<file path="src/rtl/store_stage_pkg.sv">
// store_stage_pkg: storage-kind encoding, special register IDs and vector widths shared with execute.
package store_stage_pkg;
    localparam int LANE_W = 64;
    localparam int REG_W = 5;
    localparam logic [REG_W-1:0] REG_PC = 5'd31;
    localparam logic [REG_W-1:0] REG_FLAGS = 5'd30;
    typedef enum logic [2:0] {
        HALT                 = 3'd0,
        JMP                  = 3'd1,
        CJMP                 = 3'd2,
        LOAD_MEM_INTO_REG    = 3'd3,
        STORE_VALUE_INTO_REG = 3'd4,
        STORE_REG_INTO_MEM   = 3'd5
    } storage_kind_t;
    typedef enum logic [2:0] {
        IDLE, MEM_REQ, MEM_WAIT, WRITEBACK, REDIR1, REDIR2, HALTED
    } store_state_t;
    function automatic int lane_bits(input int n);
        return n > 1 ? $clog2(n) : 1;
    endfunction
endpackage

</file>
<file path="src/rtl/store_lane_sequencer.sv">
// store_lane_sequencer: holds the current lane and finds the first / next active lane of a mask.
module store_lane_sequencer #(
    parameter int N = 4,
    parameter int LW = 2
) (
    input  logic          clk,
    input  logic          reset_n,
    input  logic [N-1:0]  mask,
    input  logic          start,
    input  logic          advance,
    output logic [LW-1:0] lane,
    output logic [LW-1:0] first_lane,
    output logic          next_valid
);
    logic [LW-1:0] next_lane;
    always_comb begin
        first_lane = '0;
        next_lane = '0;
        next_valid = 1'b0;
        for (int i = N - 1; i >= 0; i--) begin
            if (mask[i]) first_lane = LW'(i);
            if (mask[i] && i > int'(lane)) begin
                next_lane = LW'(i);
                next_valid = 1'b1;
            end
        end
    end
    always_ff @(posedge clk) begin
        if (!reset_n) lane <= '0;
        else if (start) lane <= first_lane;
        else if (advance) lane <= next_lane;
    end
endmodule

</file>
<file path="src/rtl/store_stage.sv">
// store_stage: sequences memory, register-file writeback and redirect traffic for one execute packet.
module store_stage import store_stage_pkg::*; #(
    parameter int NUM_THREADS = 4,
    parameter int CORE_ID = 0
) (
    input  logic                          clk,
    input  logic                          reset_n,
    input  logic                          in_valid,
    output logic                          in_busy,
    input  storage_kind_t                 in_kind,
    input  logic [NUM_THREADS-1:0]        in_mask,
    input  logic [63:0]                   in_pc,
    input  logic [REG_W-1:0]              in_reg,
    input  logic                          in_restore_pc,
    input  logic [LANE_W*NUM_THREADS-1:0] in_addr,
    input  logic [LANE_W*NUM_THREADS-1:0] in_data,
    input  logic [63:0]                   in_addr2,
    input  logic [NUM_THREADS-1:0]        in_mask1,
    input  logic [NUM_THREADS-1:0]        in_mask2,
    output logic                          mem_req_valid,
    output logic                          mem_req_write,
    output logic [63:0]                   mem_req_addr,
    output logic [63:0]                   mem_req_wdata,
    input  logic                          mem_req_ready,
    input  logic                          mem_rsp_valid,
    input  logic [63:0]                   mem_rsp_rdata,
    output logic                          rf_wr_en,
    output logic [REG_W-1:0]              rf_wr_reg,
    output logic [LANE_W*NUM_THREADS-1:0] rf_wr_data,
    output logic [NUM_THREADS-1:0]        rf_wr_mask,
    output logic                          redir_valid,
    output logic [63:0]                   redir_pc,
    output logic [NUM_THREADS-1:0]        redir_mask,
    input  logic                          redir_ready,
    output logic                          halted
);
    localparam int VW = LANE_W * NUM_THREADS;
    localparam int LW = lane_bits(NUM_THREADS);
    store_state_t state, state_n;
    storage_kind_t kind_q;
    logic [NUM_THREADS-1:0] mask_q, mask1_q, mask2_q;
    logic [REG_W-1:0] reg_q;
    logic restore_q;
    logic [VW-1:0] addr_q, data_q, buf_q;
    logic [63:0] addr2_q;
    logic [LW-1:0] lane, first_lane;
    logic next_valid, accept, is_load, is_store, advance;
    assign accept = in_valid && !in_busy;
    assign is_load = kind_q == LOAD_MEM_INTO_REG;
    assign is_store = kind_q == STORE_REG_INTO_MEM;
    assign advance = (state == MEM_REQ && mem_req_ready && is_store) || (state == MEM_WAIT && mem_rsp_valid);
    store_lane_sequencer #(.N(NUM_THREADS), .LW(LW)) u_seq (
        .clk(clk),
        .reset_n(reset_n),
        .mask(state == IDLE ? in_mask : mask_q),
        .start(accept),
        .advance(advance),
        .lane(lane),
        .first_lane(first_lane),
        .next_valid(next_valid)
    );
    always_ff @(posedge clk) begin
        if (!reset_n) state <= IDLE;
        else state <= state_n;
    end
    always_comb begin
        state_n = state;
        in_busy = 1'b1;
        mem_req_valid = 1'b0;
        mem_req_write = 1'b0;
        mem_req_addr = '0;
        mem_req_wdata = '0;
        rf_wr_en = 1'b0;
        rf_wr_reg = '0;
        rf_wr_data = '0;
        rf_wr_mask = '0;
        redir_valid = 1'b0;
        redir_pc = '0;
        redir_mask = '0;
        halted = 1'b0;
        if (reset_n) begin
            case (state)
                IDLE: begin
                    in_busy = 1'b0;
                    if (in_valid) begin
                        case (in_kind)
                            HALT: state_n = HALTED;
                            JMP: state_n = REDIR1;
                            CJMP: state_n = |in_mask1 ? REDIR1 : |in_mask2 ? REDIR2 : IDLE;
                            STORE_VALUE_INTO_REG: state_n = WRITEBACK;
                            LOAD_MEM_INTO_REG: state_n = |in_mask ? MEM_REQ : WRITEBACK;
                            STORE_REG_INTO_MEM: state_n = |in_mask ? MEM_REQ : IDLE;
                            default: state_n = IDLE;
                        endcase
                    end
                end
                MEM_REQ: begin
                    mem_req_valid = 1'b1;
                    mem_req_write = is_store;
                    mem_req_addr = addr_q[lane*LANE_W +: LANE_W];
                    mem_req_wdata = is_store ? data_q[lane*LANE_W +: LANE_W] : '0;
                    if (mem_req_ready) state_n = !is_store ? MEM_WAIT : next_valid ? MEM_REQ : IDLE;
                end
                MEM_WAIT: if (mem_rsp_valid) state_n = next_valid ? MEM_REQ : WRITEBACK;
                WRITEBACK: begin
                    rf_wr_en = 1'b1;
                    rf_wr_reg = is_load && restore_q ? REG_PC : reg_q;
                    rf_wr_data = is_load ? buf_q : addr_q;
                    rf_wr_mask = mask_q;
                    state_n = is_load && restore_q && |mask_q ? REDIR1 : IDLE;
                end
                REDIR1: begin
                    // a PC-restoring load redirects to the value loaded by its first active lane
                    redir_valid = 1'b1;
                    redir_pc = is_load ? buf_q[first_lane*LANE_W +: LANE_W] : addr_q[LANE_W-1:0];
                    redir_mask = kind_q == CJMP ? mask1_q : mask_q;
                    if (redir_ready) state_n = kind_q == CJMP && |mask2_q ? REDIR2 : IDLE;
                end
                REDIR2: begin
                    redir_valid = 1'b1;
                    redir_pc = addr2_q;
                    redir_mask = mask2_q;
                    if (redir_ready) state_n = IDLE;
                end
                HALTED: halted = 1'b1;
                default: state_n = IDLE;
            endcase
        end
    end
    always_ff @(posedge clk) begin
        if (accept) begin
            kind_q <= in_kind;
            mask_q <= in_mask;
            mask1_q <= in_mask1;
            mask2_q <= in_mask2;
            reg_q <= in_reg;
            restore_q <= in_restore_pc;
            addr_q <= in_addr;
            data_q <= in_data;
            addr2_q <= in_addr2;
            buf_q <= '0;
        end else if (state == MEM_WAIT && mem_rsp_valid) begin
            buf_q[lane*LANE_W +: LANE_W] <= mem_rsp_rdata;
        end
        if (accept) begin
            assert (in_kind inside {HALT, JMP, CJMP, LOAD_MEM_INTO_REG, STORE_VALUE_INTO_REG, STORE_REG_INTO_MEM})
            else $error("store_stage core %0d: unknown kind %0d at pc %h", CORE_ID, in_kind, in_pc);
        end
    end
endmodule

</file>
<file path="config.mk">
export PLATFORM = sky130hd
export DESIGN_NAME = store_stage
export DESIGN_NICKNAME = d
export VERILOG_FILES = /design/src/rtl/store_stage_pkg.sv /design/src/rtl/store_lane_sequencer.sv /design/src/rtl/store_stage.sv
export SDC_FILE = /design/constraint.sdc
export NUM_CORES = 2
export LEC_CHECK = 0
export CAP_MARGIN = 40
export CORE_AREA = 10 10 452 454
export CTS_CLUSTER_SIZE = 25
export DETAILED_ROUTE_END_ITERATION = 6
export DIE_AREA = 0 0 462 464
export DONT_BUFFER_PORTS = 1
export GPL_TIMING_DRIVEN = 0
export PLACE_DENSITY = 0.4
export SYNTH_ARGS = -nofsm -noshare
export SYNTH_HDL_FRONTEND = slang
export SYNTH_SLANG_ARGS = --single-unit
</file>
<file path="constraint.sdc">
create_clock -name clk -period 9.8 [get_ports clk]
set_clock_uncertainty 0.15 [all_clocks]
set_input_delay 0.98 -clock clk [delete_from_list [all_inputs] [get_ports clk]]
set_output_delay 0.98 -clock clk [all_outputs]
set_load 0.03 [all_outputs]
</file>
==> results.py <==
metrics = {
    "synth": {
        "post-synth-top-area-fraction_pct": 47.0,
        "synth-adder-area-share_pct": 0.229,
        "synth_seq_cells": 858,
        "synth.cell_area_sq_um": 38200,
        "netlist-cell-type-count": 58,
        "synthTopCellsByArea": "edfxtp_1 (47%), dfxtp_1 (14%), nand2_1 (7.7%), mux4_2 (7.6%), a21oi_1 (6.9%)",
        "netlist_instances": 3448,
        "synth_mux_area_share_pct": 7.74,
        "postSynth.asyncResetShare_pct": 0,
        "syn_area_per_cell_sq_um": 11.1,
        "synth_sequential_area_ratio_pct": 60.7,
        "main_combinational_cell_family_by_area_after_synthesis": "simple AND/OR/NAND/NOR gates",
        "yosys.area_share.simple_pct": 14.4,
        "synth_xor_area_share_pct": 0,
        "syn-num-nets": 4186,
        "ys.warnings.count": 0,
        "area_fraction_in_compound_gates_after_synthesis_pct": 13.4,
        "synth-edff-count": 597,
        "synth-main-ff-cell": "edfxtp_1",
        "post-synth-top-area-cell": "edfxtp_1",
    },
    "critical_path": {
        "setup.worst_path.end_class": "output port",
        "cp_data_required_time_ns": 8.67,
        "path_depth_of_the_worst_reg2reg_path": 12,
        "rr_endpoint": "buf_q[171]",
        "rrSetupSlack_ns": 5.22,
        "critical_register_to_register_path_startpoint": "u_seq.lane[1]",
        "arrival_ns": 4.57,
        "worst_setup_path_endpoint": "rf_wr_data[115]",
        "cp_max_fo": 10,
        "startpoint_type": "register",
        "critPathLaunch": "kind_q[2]",
        "worstSetupPathType": "register to output port",
    },
    "die": {
        "area_of_the_die_sq_um": 214000,
        "die-width_um": 462,
        "floorplan.rows": 162,
        "floorplan.io_pins": 1198,
        "core-area_sq_um": 195000,
        "die_height_um": 464,
        "start_util_pct": 19.6,
    },
    "grt": {
        "grt_antenna_before_repair": 110,
        "grt_max_degree": 117,
        "groute.usage.overall_pct": 20.6,
        "first_global_vias": 31600,
        "gr_overflow_total": 0,
        "grt_pass1_wl_mm": 302,
    },
    "sta": {
        "clock.fmax_ghz": 0.175,
        "ratio_of_final_minimum_period_to_clock_period_pct": 58.2,
        "slew_headroom_pct": 35.6,
        "worstMarginPinSlew_ns": 0.966,
        "unrepaired_setup_endpoints_after_global_routing": "false",
        "finalCriticalPeriod_ns": 5.70,
        "layout_setup_ws_ns": 4.10,
        "final-max-slew-violation-count": 0,
        "final.hold.worst_slack_ns": 0.158,
        "timing_hold_violations_final": 0,
        "setup_viol": 0,
    },
    "route": {
        "route.vias.total": 32000,
        "route.final.wire_length_mm": 232,
        "first_pass_iters": 7,
        "remaining_drc_errors": 1,
        "average_vias_per_placed_instance": 5.02,
        "initialDrtViolationCount": 3559,
        "ant_nets": 0,
        "drt-wirelength-per-cell_um": 36.4,
    },
    "clock_tree": {
        "post_cts_resized": 0,
        "cts_post_setup_buffers_inserted": 0,
        "worst_skew_pair.late_latency_ns": 0.76,
        "htree_num_levels": 3,
        "tritoncts_num_sinks": 858,
        "cts_buffer_depth": 3,
        "clk_transition_reported_paths_ns": 0.07,
        "tritoncts.num_buffers": 105,
        "cts_root_buf": "clkbuf_16",
        "cts_hold_buffers": 0,
        "tritoncts": "built",
    },
    "status": {
        "run_status": "complete, but fails checks",
        "violations_in_the_final_reports": "design-rule violations",
    },
    "flow_run": {
        "cap_violations": 0,
    },
    "place": {
        "detailedPlacementHpwl_mm": 189,
        "port-buffer-count": 0,
        "pre_cts_slack_ns": 4.83,
        "gp_routability_congestion": 0.887,
    },
    "final_layout": {
        "num-nets-final": 4436,
        "synthToLayoutAreaGrowth_pct": 23.7,
        "most-common-layout-cells": "nand2_1 (782), edfxtp_1 (597), a21oi_1 (527)",
        "post_route_cells_drive_above_1_share_pct": 14.5,
        "final_common_cell": "nand2_1",
    },
    "power_and_ir_drop": {
        "power.leakage_nw": 15.4,
        "vdd_ir_drop_max_mv": 0.157,
        "power.density_cell_area_nw_per_um2": 250,
    },
    "hold_path": {
        "hp-class": "input port to register",
    },
}
==> cell families (layout without fill, tap and decap cells) <==
logic type,Yosys count,in the layout
buffers and inverters,323,662
flip-flops,858,858
AO/OA/AOI/OAI,878,878
adder cells (fa/ha/maj),7,7
other,0,53
multiplexers,135,135
AND/OR/NAND/NOR,1247,1247
==> final cells by class <==
type,count,area (sq um)
timing repair buffer,143,1900
buffer,313,1330
sequential,858,23200
clock buffer,122,2750
fill,20700,147000
inverter,10,37.5
tap,2542,3180
antenna,53,133
clock inverter,74,978
multi-input combinational,2267,13800
==> worst min path at each step <==
stage,to,slack (ns),depth (start not counted),start
after floorplan,buf_q[128],0.29,2,buf_q[128]
after global placement,buf_q[42],0.31,2,buf_q[42]
final,data_q[199],0.16,0,in_data[199]
after global routing,data_q[199],0.07,0,in_data[199]
after detailed placement,buf_q[229],0.31,2,buf_q[229]
after CTS,data_q[50],0.04,0,in_data[50]
==> worst max-delay path: stages (launching register included) <==
cell,delay [ns]
edfxtp_1,0.43
and3b_1,0.35
clkbuf_2,0.41
buf_16,0.22
clkbuf_2,0.70
clkbuf_1,0.74
nand2_1,0.23
a21oi_1,0.68
==> per-stage QoR <==
stage | util [%] | TNS [ns] | std cells | instance area, sq um | total power [W]
floorplan | - | 0 | 3448 | 38200 | 0.00633
global placement | 21.3 | -2043.34 | 5990 | 41300 | 0.00765
detailed placement | 22.3 | 0 | 6131 | 43300 | 0.00766
CTS | 24.2 | 0 | 6327 | 47100 | 0.0120
global route | 24.2 | 0 | 6349 | 47100 | 0.0122
finish | 24.3 | 0 | 6382 | 47200 | 0.0118
==> per-layer routing <==
layer / global-route usage (%) / up-vias / part of all wire, %
met5: 0 / - / 0.22
met1: 22.4 / 16200 / 35
met3: 7.73 / 411 / 10
met2: 36.2 / 1913 / 50
li1: - / 13400 / -
met4: 7.60 / 76 / 3.9
==> cell usage after synthesis, types with 6 or more instances <==
master / number
nand3_1: 261
o21ai_0: 12
inv_1: 9
nor2b_1: 6
nand2_1: 784
mux2i_1: 7
ha_1: 7
and3_1: 130
nor2_1: 20
o21a_1: 65
dfxtp_1: 261
a22oi_1: 65
mux4_2: 128
and2_1: 8
buf_4: 6
buf_2: 66
o22ai_1: 66
clkbuf_1: 225
o221ai_1: 64
buf_1: 13
a21oi_1: 528
o21ai_1: 60
edfxtp_1: 597
==> flip-flops by register name, indices dropped and copies added, names as in the netlist <==
signal      cells
kind_q          3
buf_q         256
restore_q       1
addr2_q        64
data_q        256
state           3
mask_q          4
u_seq.lane      2
addr_q        256
reg_q           5
mask1_q         4
mask2_q         4
==> power breakdown <==
group          switching (W)  internal (W)
clock network        0.00176       0.00251
registers           0.000282       0.00438
logic                0.00202      0.000873
No activity file was read; power rests on OpenSTA's default activity.
